## src/rtl/piso_serial_tx_pkg.sv

```systemverilog
// Shared state encodings and counter sizing helper for the serial transmit path.
package piso_serial_tx_pkg;

    typedef enum logic {
        ST_IDLE  = 1'b0,
        ST_SHIFT = 1'b1
    } tx_state_e;

    // Ceiling log2, usable in localparam expressions; returns 0 for values <= 1.
    function automatic int clog2_f(input int value);
        int r;
        r = 0;
        for (int i = 0; i < 31; i++) begin
            if ((1 << i) < value) begin
                r = i + 1;
            end
        end
        return r;
    endfunction

endpackage

```

## src/rtl/piso_serial_tx_bit_counter.sv

```systemverilog
// Loadable down-counter with zero flag; counts bits left in a frame.
// Load has priority over decrement; decrement saturates at zero.
module tx_bit_counter #(
    parameter int CW = 4
) (
    input  logic          CLK,
    input  logic          RST_N,
    input  logic          LOAD,
    input  logic [CW-1:0] LOAD_VAL,
    input  logic          DEC,
    output logic [CW-1:0] CNT,
    output logic          ZERO
);

    logic [CW-1:0] cnt_q;
    logic [CW-1:0] cnt_d;

    always_comb begin
        cnt_d = cnt_q;
        if (LOAD) begin
            cnt_d = LOAD_VAL;
        end else if (DEC && (cnt_q != '0)) begin
            cnt_d = cnt_q - CW'(1);
        end
    end

    always_ff @(posedge CLK or negedge RST_N) begin
        if (!RST_N) begin
            cnt_q <= '0;
        end else begin
            cnt_q <= cnt_d;
        end
    end

    assign CNT  = cnt_q;
    assign ZERO = (cnt_q == '0);

endmodule

```

## src/rtl/piso_serial_tx.sv

```systemverilog
// Parallel-in serial-out transmitter: first bit on SO the cycle after accept, one bit per CLK.
// LOAD_READY only in IDLE or on a frame's final bit, so frames can stream back-to-back.
module piso_serial_tx
    import piso_serial_tx_pkg::*;
#(
    parameter int unsigned WIDTH      = 8,
    parameter bit          MSB_FIRST  = 1'b1,
    parameter bit          EN_PARITY  = 1'b0,
    parameter logic        IDLE_LEVEL = 1'b0
) (
    input  logic             CLK,
    input  logic             RST_N,
    input  logic [WIDTH-1:0] DATA_IN,
    input  logic             LOAD_VALID,
    output logic             LOAD_READY,
    output logic             SO,
    output logic             SO_VALID,
    output logic             SO_LAST,
    output logic             DONE,
    output logic             BUSY
);

    localparam int N  = int'(WIDTH) + int'(EN_PARITY);
    localparam int CW = clog2_f(N + 1);

    tx_state_e        state_q, state_d;
    logic [WIDTH-1:0] sr_q, sr_d;
    logic             so_q, so_d;
    logic             so_vld_q, so_vld_d;
    logic             so_last_q, so_last_d;
    logic             done_q, done_d;
    logic             par_q, par_d;

    logic [CW-1:0]    cnt;
    logic             cnt_zero;
    logic             cnt_load;
    logic             cnt_dec;
    logic             accept;
    logic             first_bit;
    logic [WIDTH-1:0] shifted;
    logic             next_bit;
    logic             parity_next;

    tx_bit_counter #(
        .CW (CW)
    ) u_bit_counter (
        .CLK      (CLK),
        .RST_N    (RST_N),
        .LOAD     (cnt_load),
        .LOAD_VAL (CW'(N - 1)),
        .DEC      (cnt_dec),
        .CNT      (cnt),
        .ZERO     (cnt_zero)
    );

    assign LOAD_READY = (state_q == ST_IDLE) || ((state_q == ST_SHIFT) && cnt_zero);
    assign accept     = LOAD_VALID && LOAD_READY;

    assign first_bit  = MSB_FIRST ? DATA_IN[WIDTH-1] : DATA_IN[0];
    assign shifted    = MSB_FIRST ? (sr_q << 1) : (sr_q >> 1);
    assign next_bit   = MSB_FIRST ? shifted[WIDTH-1] : shifted[0];
    // With parity on, cnt==1 means the bit about to go out is the parity slot.
    assign parity_next = EN_PARITY && (cnt == CW'(1));

    always_comb begin
        state_d   = state_q;
        sr_d      = sr_q;
        so_d      = so_q;
        so_vld_d  = so_vld_q;
        so_last_d = so_last_q;
        done_d    = 1'b0;
        par_d     = par_q;
        cnt_load  = 1'b0;
        cnt_dec   = 1'b0;

        if (accept) begin
            // A frame ending this cycle still reports DONE even when the next one loads.
            done_d    = (state_q == ST_SHIFT);
            state_d   = ST_SHIFT;
            sr_d      = DATA_IN;
            so_d      = first_bit;
            so_vld_d  = 1'b1;
            so_last_d = (N == 1);
            par_d     = first_bit;
            cnt_load  = 1'b1;
        end else if (state_q == ST_SHIFT) begin
            if (!cnt_zero) begin
                sr_d      = shifted;
                cnt_dec   = 1'b1;
                so_last_d = (cnt == CW'(1));
                if (parity_next) begin
                    so_d = par_q;
                end else begin
                    so_d  = next_bit;
                    par_d = par_q ^ next_bit;
                end
            end else begin
                state_d   = ST_IDLE;
                so_d      = IDLE_LEVEL;
                so_vld_d  = 1'b0;
                so_last_d = 1'b0;
                done_d    = 1'b1;
            end
        end
    end

    always_ff @(posedge CLK or negedge RST_N) begin
        if (!RST_N) begin
            state_q   <= ST_IDLE;
            sr_q      <= '0;
            so_q      <= IDLE_LEVEL;
            so_vld_q  <= 1'b0;
            so_last_q <= 1'b0;
            done_q    <= 1'b0;
            par_q     <= 1'b0;
        end else begin
            state_q   <= state_d;
            sr_q      <= sr_d;
            so_q      <= so_d;
            so_vld_q  <= so_vld_d;
            so_last_q <= so_last_d;
            done_q    <= done_d;
            par_q     <= par_d;
        end
    end

    assign SO       = so_q;
    assign SO_VALID = so_vld_q;
    assign SO_LAST  = so_last_q;
    assign DONE     = done_q;
    assign BUSY     = (state_q == ST_SHIFT);

endmodule

```

## config.mk

```make
export PLATFORM = sky130hd
export DESIGN_NAME = piso_serial_tx
export DESIGN_NICKNAME = d
export VERILOG_FILES = /design/src/rtl/piso_serial_tx_pkg.sv /design/src/rtl/piso_serial_tx_bit_counter.sv /design/src/rtl/piso_serial_tx.sv
export SDC_FILE = /design/constraint.sdc
export NUM_CORES = 1
export LEC_CHECK = 0
export BUFFER_PORTS_ARGS = -buffer_cell sky130_fd_sc_hd__buf_2
export CAP_MARGIN = 30
export CORE_ASPECT_RATIO = 1.2
export CORE_UTILIZATION = 40
export CTS_CLUSTER_DIAMETER = 100
export CTS_CLUSTER_SIZE = 28
export DETAILED_ROUTE_END_ITERATION = 10
export PLACE_DENSITY = 0.74
export SYNTH_ARGS = -nofsm -noshare
export SYNTH_HDL_FRONTEND = slang
export SYNTH_SLANG_ARGS = --single-unit
```

## constraint.sdc

```tcl
create_clock -name CLK -period 2.3 [get_ports CLK]
set_input_delay 0.46 -clock CLK [delete_from_list [all_inputs] [get_ports CLK]]
set_output_delay 0.46 -clock CLK [all_outputs]
set_load 0.005 [all_outputs]
```

# Yosys cells after proc, flatten, opt, wreduce, memory -nomap -nowiden
# Index checks and enable logic that the tools add are counted.
# Widths: inputs -> output; s select.
word_totals:
  reg_bits: 16
  in_bits: 11
  out_inout_bits: 6
  wordCells: 44
classes:
  n_addsub: 1
  n_eq_ne: 2
  muxes: 22
  bitwise_logic: 1
  n_reduce_logical: 11
op_table:
  columns: ["operator", "n"]
  rows:
  - ["$mux 7", 3]
  - ["$mux 1", 17]
  - ["$mux 4", 2]
  - ["$reduce_bool 2->1", 3]
  - ["$eq 4x1->1 const B", 1]
  - ["$logic_not 4->1", 1]
  - ["$reduce_and 2->1", 2]
  - ["$reduce_bool 4->1", 1]
  - ["$sub 4x1->4 const B", 1]
  - ["$logic_and 1x1->1", 3]
  - ["$ne 2x1->1 const B", 1]
  - ["$logic_or 1x1->1", 1]
  - ["$not 1->1", 1]

# Longest topological paths before layout
# Gate-level depths: netlist (run 1).
depth:
  ltp_word: 8
  mapped_depth: 7
  mapped_depth_nobuf: 6

# By module
# A second synthesis (run 1) with hierarchy kept.
unflattened:
  cells_unflattened: 70
  hier_area_um2: 868.3
modules_own_cells:
  columns: ["module", "instances", "cells_each", "area_per_inst_um2", "seq_area_each_um2"]
  rows:
  - ["piso_serial_tx", 1, 43, 598.1, 300.3]
  - ["tx_bit_counter", 1, 27, 270.3, 100.1]

# Least setup slack after synthesis (run 1)
# No wires, ideal clock.
synth_timing:
  path_type: "flip-flop to output port"
  from: "reg u_bit_counter.cnt_q[0] (netlist: u_bit_counter.CNT[0])"
  to: "out LOAD_READY"
  arrival_ps: 1391
  required_ps: 1840
  path_slack_ps: 449
  path_stages_with_launch: 7
  n_path_buf: 1
  path_cell_list: "dfrtp_1 inv_1 ha_1 or3b_4 and2_4 buf_6 inv_1"
synth_via:
  elab_chain_len: 3
synth_rtl:
  columns: ["item", "line_no", "rtl"]
  rows:
  - ["start: declaration", "piso_serial_tx_bit_counter.sv:15", "logic [CW-1:0] cnt_q;"]
  - ["start signal: assignment", "piso_serial_tx_bit_counter.sv:31", "cnt_q <= cnt_d;"]
  - ["$logic_not 4->1", "piso_serial_tx_bit_counter.sv:36", "assign ZERO = (cnt_q == '0);"]
  - ["$logic_and 1x1->1", "piso_serial_tx.sv:56", "assign LOAD_READY = (state_q == ST_IDLE) || ((state_q == ST_SHIFT) && cnt_zero);"]
  - ["$logic_or 1x1->1", "piso_serial_tx.sv:56", null]
  - ["end: declaration", "piso_serial_tx.sv:15", "output logic LOAD_READY,"]
# No other way between the ends.

# Worst setup path in the final report (run 1)
# Ends and elaborated chain as after synthesis.

==> results of run 1 <==
[worst min path at each step]
stage                           end  slack (ns)  depth (start not counted)
6_report       u_bit_counter.CNT[3]        0.07                          1
5_1_grt                          SO        0.09                          1
4_1_cts        u_bit_counter.CNT[2]        0.08                          1
3_5_place_dp   u_bit_counter.CNT[3]        0.40                          1
3_3_place_gp                   BUSY        0.39                          1
2_1_floorplan                  BUSY        0.16                          0
[report_power, final]
| part | internal, mW | leakage, nW | switching [mW] |
|---|---|---|---|
| clock | 0.0607 | 0.0138 | 0.0833 |
| combinational | 0.215 | 0.245 | 0.229 |
| sequential | 0.392 | 0.200 | 0.0796 |
[critical path: stages (launching register included)]
cell and delay [ns]:
dfrtp_2 0.44, inv_1 0.12, ha_4 0.16, or3b_4 0.38
and2_4 0.21, inv_1 0.07, buf_2 0.10
[final cells by class]
cell class              count  area share (%)
clock buffers               3            2.46
inverters                   8            3.28
multi-input cells          45            36.5
flip-flops and latches     16            43.9
well taps                  19            2.60
repair buffers             19            11.2
[flip-flops by register name (all words and copies together), names as in the netlist]
signal	cells
BUSY	1
DONE	1
SO	1
SO_LAST	1
SO_VALID	1
sr_q	7
u_bit_counter.CNT	4
[through the flow]
step | setup TNS, ns | total power [mW]
floorplan | 0 | 0.773
global placement | 0 | 0.853
detailed placement | 0 | 0.873
CTS | 0 | 1.03
global route | -0.0163 | 1.16
finish | 0 | 1.06
[layer usage]
metal / global-route usage, % / vias up / routed length [µm]
li1: - / 299 / -
met1: 19.7 / 291 / 664
met2: 24.4 / 8 / 754
met3: 1.44 / 2 / 32
met4: 10.9 / 0 / 19
met5: 0 / - / 0
[Yosys cell counts]
master     n  area, µm²
nand2_1    2       7.51
buf_4      1       7.51
mux2i_1    7       70.1
nor4_1     1       6.26
clkbuf_1   2       7.51
and2_4     1       8.76
or2b_1     1       7.51
ha_1       2       25.0
or3b_4     1       11.3
a31o_2     1       8.76
a21oi_1    2       10.0
nor4b_1    1       8.76
o311ai_0   2       17.5
dfrtp_1   16        400
o211ai_1   1       7.51
buf_6      1       11.3
o21ai_1    6       30.0
inv_1      8       30.0
a22o_1     1       8.76
nand3_1    7       35.0
a211oi_2   1       12.5
a211oi_1   1       7.51
o21ai_0    2       10.0
buf_2      1       5.00
a32oi_1    2       17.5
nor2_1     3       11.3
[cells by family (layout without fill, tap and decap cells)]
family	Yosys count	after routing	synth area share, %
AO/OA/AOI/OAI	19	19	16.6
adder cells (fa/ha/maj)	2	2	3.19
buffers and inverters	13	30	7.83
flip-flops	16	16	51.1
multiplexers	7	7	8.95
AND/OR/NAND/NOR	17	17	12.3
[timing repair]
item                       in CTS  in global routing
cloned                          0                  0
pin swaps                       0                  0
resized for setup               0                  3
setup buffers                   1                  1
setup endpoints to repair       1                  1
==> results.cfg, run 1 <==
[place]
port_buffers = 16
place_inst = 105
dp_slack_ns = 0.265
dp_hpwl_um = 972
place_congestion = 0.748
placed_area_um2 = 863

[timing]
maxClockFrequency_mhz = 449
slew_headroom_pct = 75.9
fin_skew_ns = 0.00111
period_needed_ns = 2.23
setup_violations = 0
worst_slew_pin_slew_ns = 0.357
hold_viol = 0
slew_violations = 0
layout_setup_ws_ns = 0.0709
hold_slack_ns = 0.0742
period_share_pct = 96.9

[global_routing]
grt_max_degree = 19
grt_pass1_wl_mm = 2.49
grt_usage_pct = 15.5
antenna_found_initial = 0
grt_pass1_vias = 590
gr-total-overflow = 0

[cts]
cts-root-buf = clkbuf_4
path_clk_slew_ns = 0.09
cts.sinks = 16
cts_inserted_buffers = 3
cts_max_level = 1
hold_buffers = 0
clk_path_buf_depth = 2
worstSkewPairLatency_ns = 0.28
cts_tree = built

[drt]
ant_nets = 0
wl_mm = 1.47
via_per_inst = 5.45
drc = 0
via_count = 600
drt-initial-drc-count = 12
dr.pass1.iters = 4
detail_route.wl_per_cell_um = 13.4

[setup_path]
crit_type = reg2out
r2r_start = u_bit_counter.CNT[0]
ff2ff_setup_slack_ns = 0.59
crit_end = LOAD_READY
path_max_fanout = 11
r2r-end = u_bit_counter.CNT[0]
cp_data_arrival_time_ns = 1.77
crit_path_end_kind = output port
worstPathRequired_ns = 1.84
cp-startpoint = u_bit_counter.CNT[0]
start_kind = flip-flop
r2r_cells = 6

[yosys]
yosysUniqueCellTypes = 26
yosysSeqAreaShare_pct = 51.1
yosys_warnings = 0
syn_nets = 87
syn_area_per_cell_um2 = 10.6
synth-seq-cells = 16
syn_area_um2 = 783
synth_cells = 74

[finish]
nNetsFinal = 106
drive_above_1_share_pct = 30.8
n_fill_cell = 177
final_cell_mix = buf_2, dfrtp_1, inv_1
layout.area.seq_um2 = 402
post-route-util_pct = 50.0
final_common_cell = buf_2
finalNonFillerCells = 110
multi_input_area_um2 = 334
finish.instance_area_um2 = 915
n_antenna_cell = 0
syn2layout_area_growth_pct = 16.8

[flow_run]
drv_cap = 0

[die]
dieArea_um2 = 2140
num_rows = 17
ios = 17
initial_core_util_pct = 42.8
coreArea_um2 = 1830
die_x_um = 42.4
die_y_um = 50.5

[power_and_ir_drop]
vdd_drop_max_mv = 0.458
pwr_density_cell_nw_per_um2 = 1160
leakage_nw = 0.458

[run_status]
status = finished, final reports clean

[worst_hold_path]
hp-class = in2async
No activity file was read; power rests on OpenSTA's default activity.
==> inputs of run 2 (changes only) <==
- BUFFER_PORTS_ARGS: -buffer_cell sky130_fd_sc_hd__buf_2 -> not set
- DONT_BUFFER_PORTS: not set -> 1
- PLACE_DENSITY: 0.74 -> 0.66
==> results.cfg, run 2 (synthesis gave the netlist of run 1 again) <==
[finish]
finalNonFillerCells = 95
largest_register_ffs = 7
multi_input_area_um2 = 322
layout.area.seq_um2 = 402
drive_above_1_share_pct = 14.5
post-route-util_pct = 45.8
n_fill_cell = 182
syn2layout_area_growth_pct = 7.03
n_antenna_cell = 0
nNetsFinal = 90
final_cell_mix = dfrtp_1, inv_1, mux2i_1, nand3_1, o21ai_1
final_common_cell = dfrtp_1
top_register = sr_q

[global_routing]
grt_pass1_vias = 577
gr-total-overflow = 0
antenna_found_initial = 0
grt_max_degree = 19
grt_pass1_wl_mm = 2.48
grt_usage_pct = 15.3

[worst_hold_path]
hp-class = in2reg
min_from = LOAD_VALID
min_to = BUSY
min_path_cells = 2

[drt]
via_count = 559
wl_mm = 1.47
ant_nets = 0
drc = 0
drt-initial-drc-count = 3
dr.pass1.iters = 4
detail_route.wl_per_cell_um = 15.5
via_per_inst = 5.88

[setup_path]
crit_type = reg2out
ff2ff_setup_slack_ns = 0.59
crit_path_end_kind = output port
cp_data_arrival_time_ns = 1.73
cpPeakStageDelay_ns = 0.45
path_cells = inv_1, ha_1, or3b_4, and2_4, inv_1
r2r_cells = 6
start_kind = flip-flop
worstPathRequired_ns = 1.84
r2r_start = u_bit_counter.CNT[0]
r2r-end = u_bit_counter.CNT[0]
critPathSlowestCell = dfrtp_2
crit_top_cell = inv_1
path_max_fanout = 11

[cts]
clk_path_buf_depth = 2
cts_inserted_buffers = 3
cts_max_level = 1
cts.sinks = 16
cts_tree = built
worstSkewPairLatency_ns = 0.28
cts-root-buf = clkbuf_4
path_clk_slew_ns = 0.10

[die]
dieArea_um2 = 2140
coreArea_um2 = 1830
initial_core_util_pct = 42.8
die_x_um = 42.4
num_rows = 17
ios = 17
die_y_um = 50.5

[timing]
rsz0062_at_grt = no
maxClockFrequency_mhz = 457
period_needed_ns = 2.19
worst_slew_pin_slew_ns = 0.716
tns_ns = 0
hold_viol = 0
setup_violations = 0
fin_skew_ns = 0.00248
period_share_pct = 95.2
slew_violations = 0
slew_headroom_pct = 52.1

[power_and_ir_drop]
leakage_nw = 0.400
pwr_density_cell_nw_per_um2 = 1220
vdd_drop_max_mv = 0.550

[place]
port_buffers = 0
place_congestion = 0.717
place_inst = 89
dp_hpwl_um = 993

[run_status]
status = finished, final reports clean

[flow_run]
drv_cap = 0
[run 2: cell types whose count changed in the layout (fill, tap and decap cells not counted)]
cell,change
buf_2,-16
buf_4,-1
clkbuf_8,+1
dlygate4sd3_1,+1
ha_1,+1
ha_4,-1
[run 2: worst max-delay path: cells and delay by family (launching register included)]
| kind | cells | cell delay [ns] |
|---|---|---|
| AND/OR/NAND/NOR | 2 | 0.65 |
| flip-flops | 1 | 0.45 |
| buffers and inverters | 2 | 0.16 |
| adder cells (fa/ha/maj) | 1 | 0.19 |
[run 2: how the worst max path moves through the flow]
stage	from	to	slack (ns)	cells past startpoint
3_3_place_gp	u_bit_counter.CNT[0]	LOAD_READY	0.39	5
3_5_place_dp	u_bit_counter.CNT[0]	LOAD_READY	0.34	5
6_report	u_bit_counter.CNT[0]	LOAD_READY	0.11	5
2_1_floorplan	u_bit_counter.CNT[0]	LOAD_READY	0.45	6
5_1_grt	u_bit_counter.CNT[0]	LOAD_READY	0.007	5
4_1_cts	u_bit_counter.CNT[0]	LOAD_READY	0.01	5
[run 2: cell type report]
class	instances	area share, %
Tap cell	19	2.84
Multi-Input combinational cell	45	38.4
Inverter	8	3.58
Sequential cell	16	47.9
Timing Repair Buffer	3	2.99
Clock buffer	4	4.33
[run 2: what timing repair did]
item	4_1_cts	5_1_grt
setup endpoints to repair	0	1
hold endpoints to repair	16	0
hold buffers	1	0
gates resized for setup	0	1
setup buffers	0	1
[run 2: power by group]
part,switching [mW],internal [mW],total [mW]
registers,0.0901,0.392,0.482
clock network,0.0891,0.0963,0.185
logic,0.191,0.161,0.352
total,0.370,0.649,1.02
[run 2: layer usage]
| metal | vias to the layer above | part of all wire, % | GRT usage, % |
|---|---|---|---|
| met3 | 4 | 3.1 | 3.24 |
| met1 | 274 | 42 | 16.5 |
| li1 | 270 | - | - |
| met5 | - | 0 | 0 |
| met2 | 11 | 53 | 26.7 |
| met4 | 0 | 2.4 | 9.90 |
[run 2: per-stage QoR]
step	setup WS, ns	hold WS, ns	power (mW)	cell area, µm²
6_report	0.110	0.283	1.02	838
5_1_grt	0.00703	0.289	1.10	838
4_1_cts	0.0123	0.271	1.02	830
3_5_place_dp	0.335	0.165	0.826	783
3_3_place_gp	0.385	0.165	0.809	783
2_1_floorplan	0.449	0.164	0.773	783
